## src/rtl/fifo_uart_pkg.sv

```systemverilog
// Shared types and constants for the FIFO-draining UART transmitter.
package fifo_uart_pkg;

    localparam int unsigned DATA_W_DEFAULT = 8;
    localparam logic        IDLE_LEVEL     = 1'b1;

    typedef enum logic [2:0] {
        IDLE,
        POP,
        LOAD,
        START,
        DATA,
        PARITY,
        STOP
    } state_e;

endpackage

```

## src/rtl/fifo_uart_baud_cnt.sv

```systemverilog
// Bit-period counter: counts 0..CLKS_PER_BIT-1, tick is high on the last count.
module fifo_uart_baud_cnt #(
    parameter int unsigned CLKS_PER_BIT = 16
) (
    input  logic clk,
    input  logic reset,
    input  logic clr,
    output logic tick
);

    localparam int unsigned      CNT_W = (CLKS_PER_BIT > 1) ? $clog2(CLKS_PER_BIT) : 1;
    localparam logic [CNT_W-1:0] LAST  = CNT_W'(CLKS_PER_BIT - 1);

    logic [CNT_W-1:0] cnt_q;
    logic [CNT_W-1:0] cnt_d;

    always_comb begin
        cnt_d = cnt_q + CNT_W'(1);
        if (clr || (cnt_q == LAST)) begin
            cnt_d = '0;
        end
    end

    // tick is registered from the next count so it lines up with cnt_q == LAST
    always_ff @(posedge clk or negedge reset) begin
        if (!reset) begin
            cnt_q <= '0;
            tick  <= 1'b0;
        end else begin
            cnt_q <= cnt_d;
            tick  <= (cnt_d == LAST);
        end
    end

endmodule

```

## src/rtl/fifo_uart_tx.sv

```systemverilog
// Pops bytes from the FIFO and serialises them as 8N1 frames on tx.
// Define FIFO_UART_TX_PARITY_EN to insert an even-parity bit before the stop bit.
module fifo_uart_tx
    import fifo_uart_pkg::*;
#(
    parameter int unsigned CLKS_PER_BIT = 16,
    parameter int unsigned DATA_W       = DATA_W_DEFAULT
) (
    input  logic              clk,
    input  logic              reset,
    input  logic              fifo_empty,
    input  logic [DATA_W-1:0] fifo_data,
    output logic              fifo_pop,
    output logic              tx,
    output logic              busy,
    output logic [15:0]       frames_sent
);

    localparam int unsigned      BIT_W    = (DATA_W > 1) ? $clog2(DATA_W) : 1;
    localparam logic [BIT_W-1:0] LAST_BIT = BIT_W'(DATA_W - 1);

    state_e            state_q;
    state_e            state_d;
    logic [DATA_W-1:0] shift_q;
    logic [DATA_W-1:0] shift_d;
    logic [BIT_W-1:0]  bit_cnt_q;
    logic [BIT_W-1:0]  bit_cnt_d;
    logic [15:0]       frames_d;
    logic              tx_d;
    logic              pop_d;
    logic              busy_d;
    logic              baud_clr;
    logic              baud_tick;
`ifdef FIFO_UART_TX_PARITY_EN
    logic              parity_q;
    logic              parity_d;
`endif

    // Bit timing restarts at LOAD so START gets a full period
    assign baud_clr = (state_q == IDLE) || (state_q == POP) || (state_q == LOAD);

    fifo_uart_baud_cnt #(
        .CLKS_PER_BIT(CLKS_PER_BIT)
    ) u_baud (
        .clk  (clk),
        .reset(reset),
        .clr  (baud_clr),
        .tick (baud_tick)
    );

    always_comb begin
        state_d   = state_q;
        shift_d   = shift_q;
        bit_cnt_d = bit_cnt_q;
        frames_d  = frames_sent;
`ifdef FIFO_UART_TX_PARITY_EN
        parity_d  = parity_q;
`endif
        unique case (state_q)
            IDLE: begin
                if (!fifo_empty) state_d = POP;
            end
            POP: state_d = LOAD;
            LOAD: begin
                shift_d   = fifo_data;
                bit_cnt_d = '0;
`ifdef FIFO_UART_TX_PARITY_EN
                parity_d  = ^fifo_data;
`endif
                state_d   = START;
            end
            START: begin
                if (baud_tick) state_d = DATA;
            end
            DATA: begin
                if (baud_tick) begin
                    if (bit_cnt_q == LAST_BIT) begin
`ifdef FIFO_UART_TX_PARITY_EN
                        state_d = PARITY;
`else
                        state_d = STOP;
`endif
                    end else begin
                        shift_d   = shift_q >> 1;
                        bit_cnt_d = bit_cnt_q + BIT_W'(1);
                    end
                end
            end
`ifdef FIFO_UART_TX_PARITY_EN
            PARITY: begin
                if (baud_tick) state_d = STOP;
            end
`endif
            // fifo_empty is only looked at here and in IDLE
            STOP: begin
                if (baud_tick) begin
                    frames_d = frames_sent + 16'd1;
                    state_d  = fifo_empty ? IDLE : POP;
                end
            end
            default: state_d = IDLE;
        endcase

        pop_d  = (state_d == POP);
        busy_d = (state_d != IDLE);
        unique case (state_d)
            START:   tx_d = 1'b0;
            DATA:    tx_d = shift_d[0];
`ifdef FIFO_UART_TX_PARITY_EN
            PARITY:  tx_d = parity_d;
`endif
            default: tx_d = IDLE_LEVEL;
        endcase
    end

    always_ff @(posedge clk or negedge reset) begin
        if (!reset) begin
            state_q     <= IDLE;
            shift_q     <= '0;
            bit_cnt_q   <= '0;
            tx          <= IDLE_LEVEL;
            fifo_pop    <= 1'b0;
            busy        <= 1'b0;
            frames_sent <= '0;
`ifdef FIFO_UART_TX_PARITY_EN
            parity_q    <= 1'b0;
`endif
        end else begin
            state_q     <= state_d;
            shift_q     <= shift_d;
            bit_cnt_q   <= bit_cnt_d;
            tx          <= tx_d;
            fifo_pop    <= pop_d;
            busy        <= busy_d;
            frames_sent <= frames_d;
`ifdef FIFO_UART_TX_PARITY_EN
            parity_q    <= parity_d;
`endif
        end
    end

endmodule

```

## config.mk

```make
export PLATFORM = sky130hd
export DESIGN_NAME = fifo_uart_tx
export DESIGN_NICKNAME = d
export VERILOG_FILES = /design/src/rtl/fifo_uart_pkg.sv /design/src/rtl/fifo_uart_baud_cnt.sv /design/src/rtl/fifo_uart_tx.sv
export SDC_FILE = /design/constraint.sdc
export NUM_CORES = 1
export LEC_CHECK = 0
export ABC_AREA = 1
export CAP_MARGIN = 40
export CORE_AREA = 3 3 54 75
export CTS_CLUSTER_DIAMETER = 40
export CTS_CLUSTER_SIZE = 30
export DETAILED_ROUTE_END_ITERATION = 16
export DIE_AREA = 0 0 57 78
export MAX_ROUTING_LAYER = met4
export PLACE_DENSITY = 0.92
export REMOVE_ABC_BUFFERS = 1
export SLEW_MARGIN = 20
export SYNTH_ARGS = -nofsm -noshare
export SYNTH_HDL_FRONTEND = slang
export SYNTH_SLANG_ARGS = --single-unit
```

## constraint.sdc

```tcl
create_clock -name clk -period 4.1 [get_ports clk]
set_input_delay 1.025 -clock clk [delete_from_list [all_inputs] [get_ports clk]]
set_output_delay 1.025 -clock clk [all_outputs]
set_load 0.1 [all_outputs]
```

==> flow_summary.toml <==
[outcome]
status = "complete, no violations"

[power_and_ir_drop]
p_seq_share_pct = 56.6
p_int_uw = 529
clkPwrFrac_pct = 39.1
p_sw_uw = 143
power_density_nw_per_um2 = 257
power.static_leakage_nw = 1.26
combPwrFrac_pct = 4.3
ir_drop_uv = 298
power_uw = 672
swShare_pct = 21.2

[synthesis]
netlist_instances = 214
ys.flop_type = "dfrtp_1"
synth-edff-count = 0
syn-cell-area_um2 = 1920
avgSynthCellArea_um2 = 8.99
yosysSeqAreaShare_pct = 49.5
ys_warn_count = 0
ys_seq_elements = 38
yosysUniqueCellTypes = 31
async_flop_share_pct = 100

[timing]
rsz0062_at_grt = "no"
finalHoldViolCount = 0
final_max_slew_viol_count = 0
fin_crit_sh_pct = 61.9
tightest_slew_ns = 0.477
tns_ns = 0
setup_violations = 0
min_period_ns = 2.54
relSlewSlack_pct = 68.2
skew_ns = 0.00848
fmax_mhz = 394

[critical_path]
reg2reg_setup_slack_ns = 2.44
critPathSlowestCell = "clkdlybuf4s50_1"
crit_chain = "clkdlybuf4s50_1 > buf_8"
arrival_ns = 1.51
critPathKind = "flop to output pin"
r2r_end = "tx"
cp-start-kind = "flop"
cp_slowest_stage_delay_ns = 0.57
worstReg2RegStart = "bit_cnt_q[0]"
required_ns = 3.07
cp_max_fo = 5
end_kind = "output pin"
r2r_cells = 8

[clock_network]
cts_setup_buffers = 0
cts.clk_slew.worst_paths_ns = 0.07
cts_root_buf = "clkbuf_8"
cts.sinks = 38
htree_num_levels = 2
cts_tree = "yes"
postCtsHoldBufs = 0
cts_buffers = 5
clock_latency_ns = 0.29
ctsResizeCount = 0
cts_buffer_depth = 2

[route]
routed_wl_mm = 4.56
num_vias = 1663
routedWlPerCell_um = 14.9
drt_iter0_drc = 64
dr.pass1.iters = 4
ant_nets = 0
drc_errors = 0
viasPerCell = 5.42

[grt]
antenna_found_initial = 0
grt_pass1_vias = 1781
gr-usage-all-layers_pct = 23.7
grt_pass1_wl_mm = 7.98
grt_max_degree = 39
overflow = 0

[worst_hold_path]
holdPathEnd = "bit_cnt_q[0]"
hold_path.class = "flop to flop"
holdCritStartpoint = "bit_cnt_q[0]"
whs_path_depth = 1

[final_layout]
antenna_cells = 0
synthToLayoutAreaGrowth_pct = 35.8
mostFrequentLayoutCells = "nand2_1, dfrtp_1, clkdlybuf4s50_1, nand3_1, inv_1"
final_cells = 307
fin_util_pct = 75.9
layout_commonest_cell = "nand2_1"
layout-drive-gt1-share_pct = 16.9
nets = 281

[die]
core_area_um2 = 3440
die_w_um = 57
rows = 25
dieArea_um2 = 4450
die_height_um = 78
initial_core_util_pct = 55.9
pin_count = 30

[place]
routabilityCongestion = 0.846
dpl.cell_count = 299
hpwl_mm = 3.50
port_buffers = 29

[flow_run]
drv_cap = 0
## power by group through the flow
stage | combinational, mW | sequential (mW) | clock (mW)
floorplan | 0.00414 | 0.391 | 0
global placement | 0.0270 | 0.387 | 0
detailed placement | 0.0291 | 0.388 | 0
CTS | 0.0293 | 0.380 | 0.266
global route | 0.0316 | 0.381 | 0.284
finish | 0.0287 | 0.380 | 0.263
## worst max-delay path: cells and delay by family (launching register included)
kind / cells / cell delay [ns]
buffers and inverters: 2 / 0.78
flip-flops: 1 / 0.45
## cell families (layout without fill, tap and decap cells)
logic type	count (synthesis)	count (layout)	share of synthesized area [%]
buf+inv	30	83	7.02
compound gates	15	15	4.68
flops	38	38	49.5
simple gates	115	115	30.8
fa+ha+maj	4	4	2.60
xor+xnor	12	12	5.46
## worst max path at each step
stage	depth (start not counted)	slack (ns)	to	from
4_1_cts	2	1.55	frames_sent[12]	frames_sent[12]
5_1_grt	2	1.49	frames_sent[12]	frames_sent[12]
3_3_place_gp	1	1.46	tx	tx
6_report	2	1.56	frames_sent[12]	frames_sent[12]
2_1_floorplan	8	2.00	frames_sent[14]	frames_sent[0]
3_5_place_dp	2	1.87	tx	tx
## sequential cells by signal, indices dropped and copies added, names as in the netlist
| register | count |
|---|---|
| state_q | 3 |
| bit_cnt_q | 3 |
| frames_sent | 16 |
| u_baud.tick | 1 |
| shift_q | 8 |
| tx | 1 |
| fifo_pop | 1 |
| u_baud.cnt_q | 4 |
| busy | 1 |
## layout make-up
cell class / instances / area, µm²
repair buffers: 49 / 583
flip-flops and latches: 38 / 952
fillers: 217 / 828
inverters: 26 / 100
clock buffers: 8 / 90.1
well taps: 40 / 50.0
multi-input cells: 146 / 837
## per-stage QoR
stage          worst slack [ns]  hold slack [ns]  area, µm²
2_1_floorplan              2.00            0.446       1890
3_3_place_gp               1.46            0.465       2240
3_5_place_dp               1.87            0.484       2520
4_1_cts                    1.55            0.493       2610
5_1_grt                    1.49            0.525       2610
6_report                   1.56            0.488       2610
## cells in the mapped netlist (3+ instances only)
cell | instances | area share [%]
nand2_1 | 45 | 8.8
dfrtp_1 | 37 | 48
nand3_1 | 27 | 7.0
inv_1 | 23 | 4.5
nor2_1 | 21 | 4.1
xor2_1 | 7 | 3.2
o21ai_0 | 6 | 1.6
nand4_1 | 5 | 1.6
xnor2_1 | 5 | 2.3
ha_1 | 4 | 2.6
a21oi_1 | 3 | 0.78
nand2_2 | 3 | 0.98
nor2_4 | 3 | 1.8
o211ai_1 | 3 | 1.2
## metal layers
layer	global-route usage, %	vias up	wire [µm]
li1	-	791	-
met1	24.5	809	1720
met2	42.4	47	2560
met3	4.49	16	149
met4	10.7	0	134
met5	-	-	0
(Power assumes the default switching activity.)
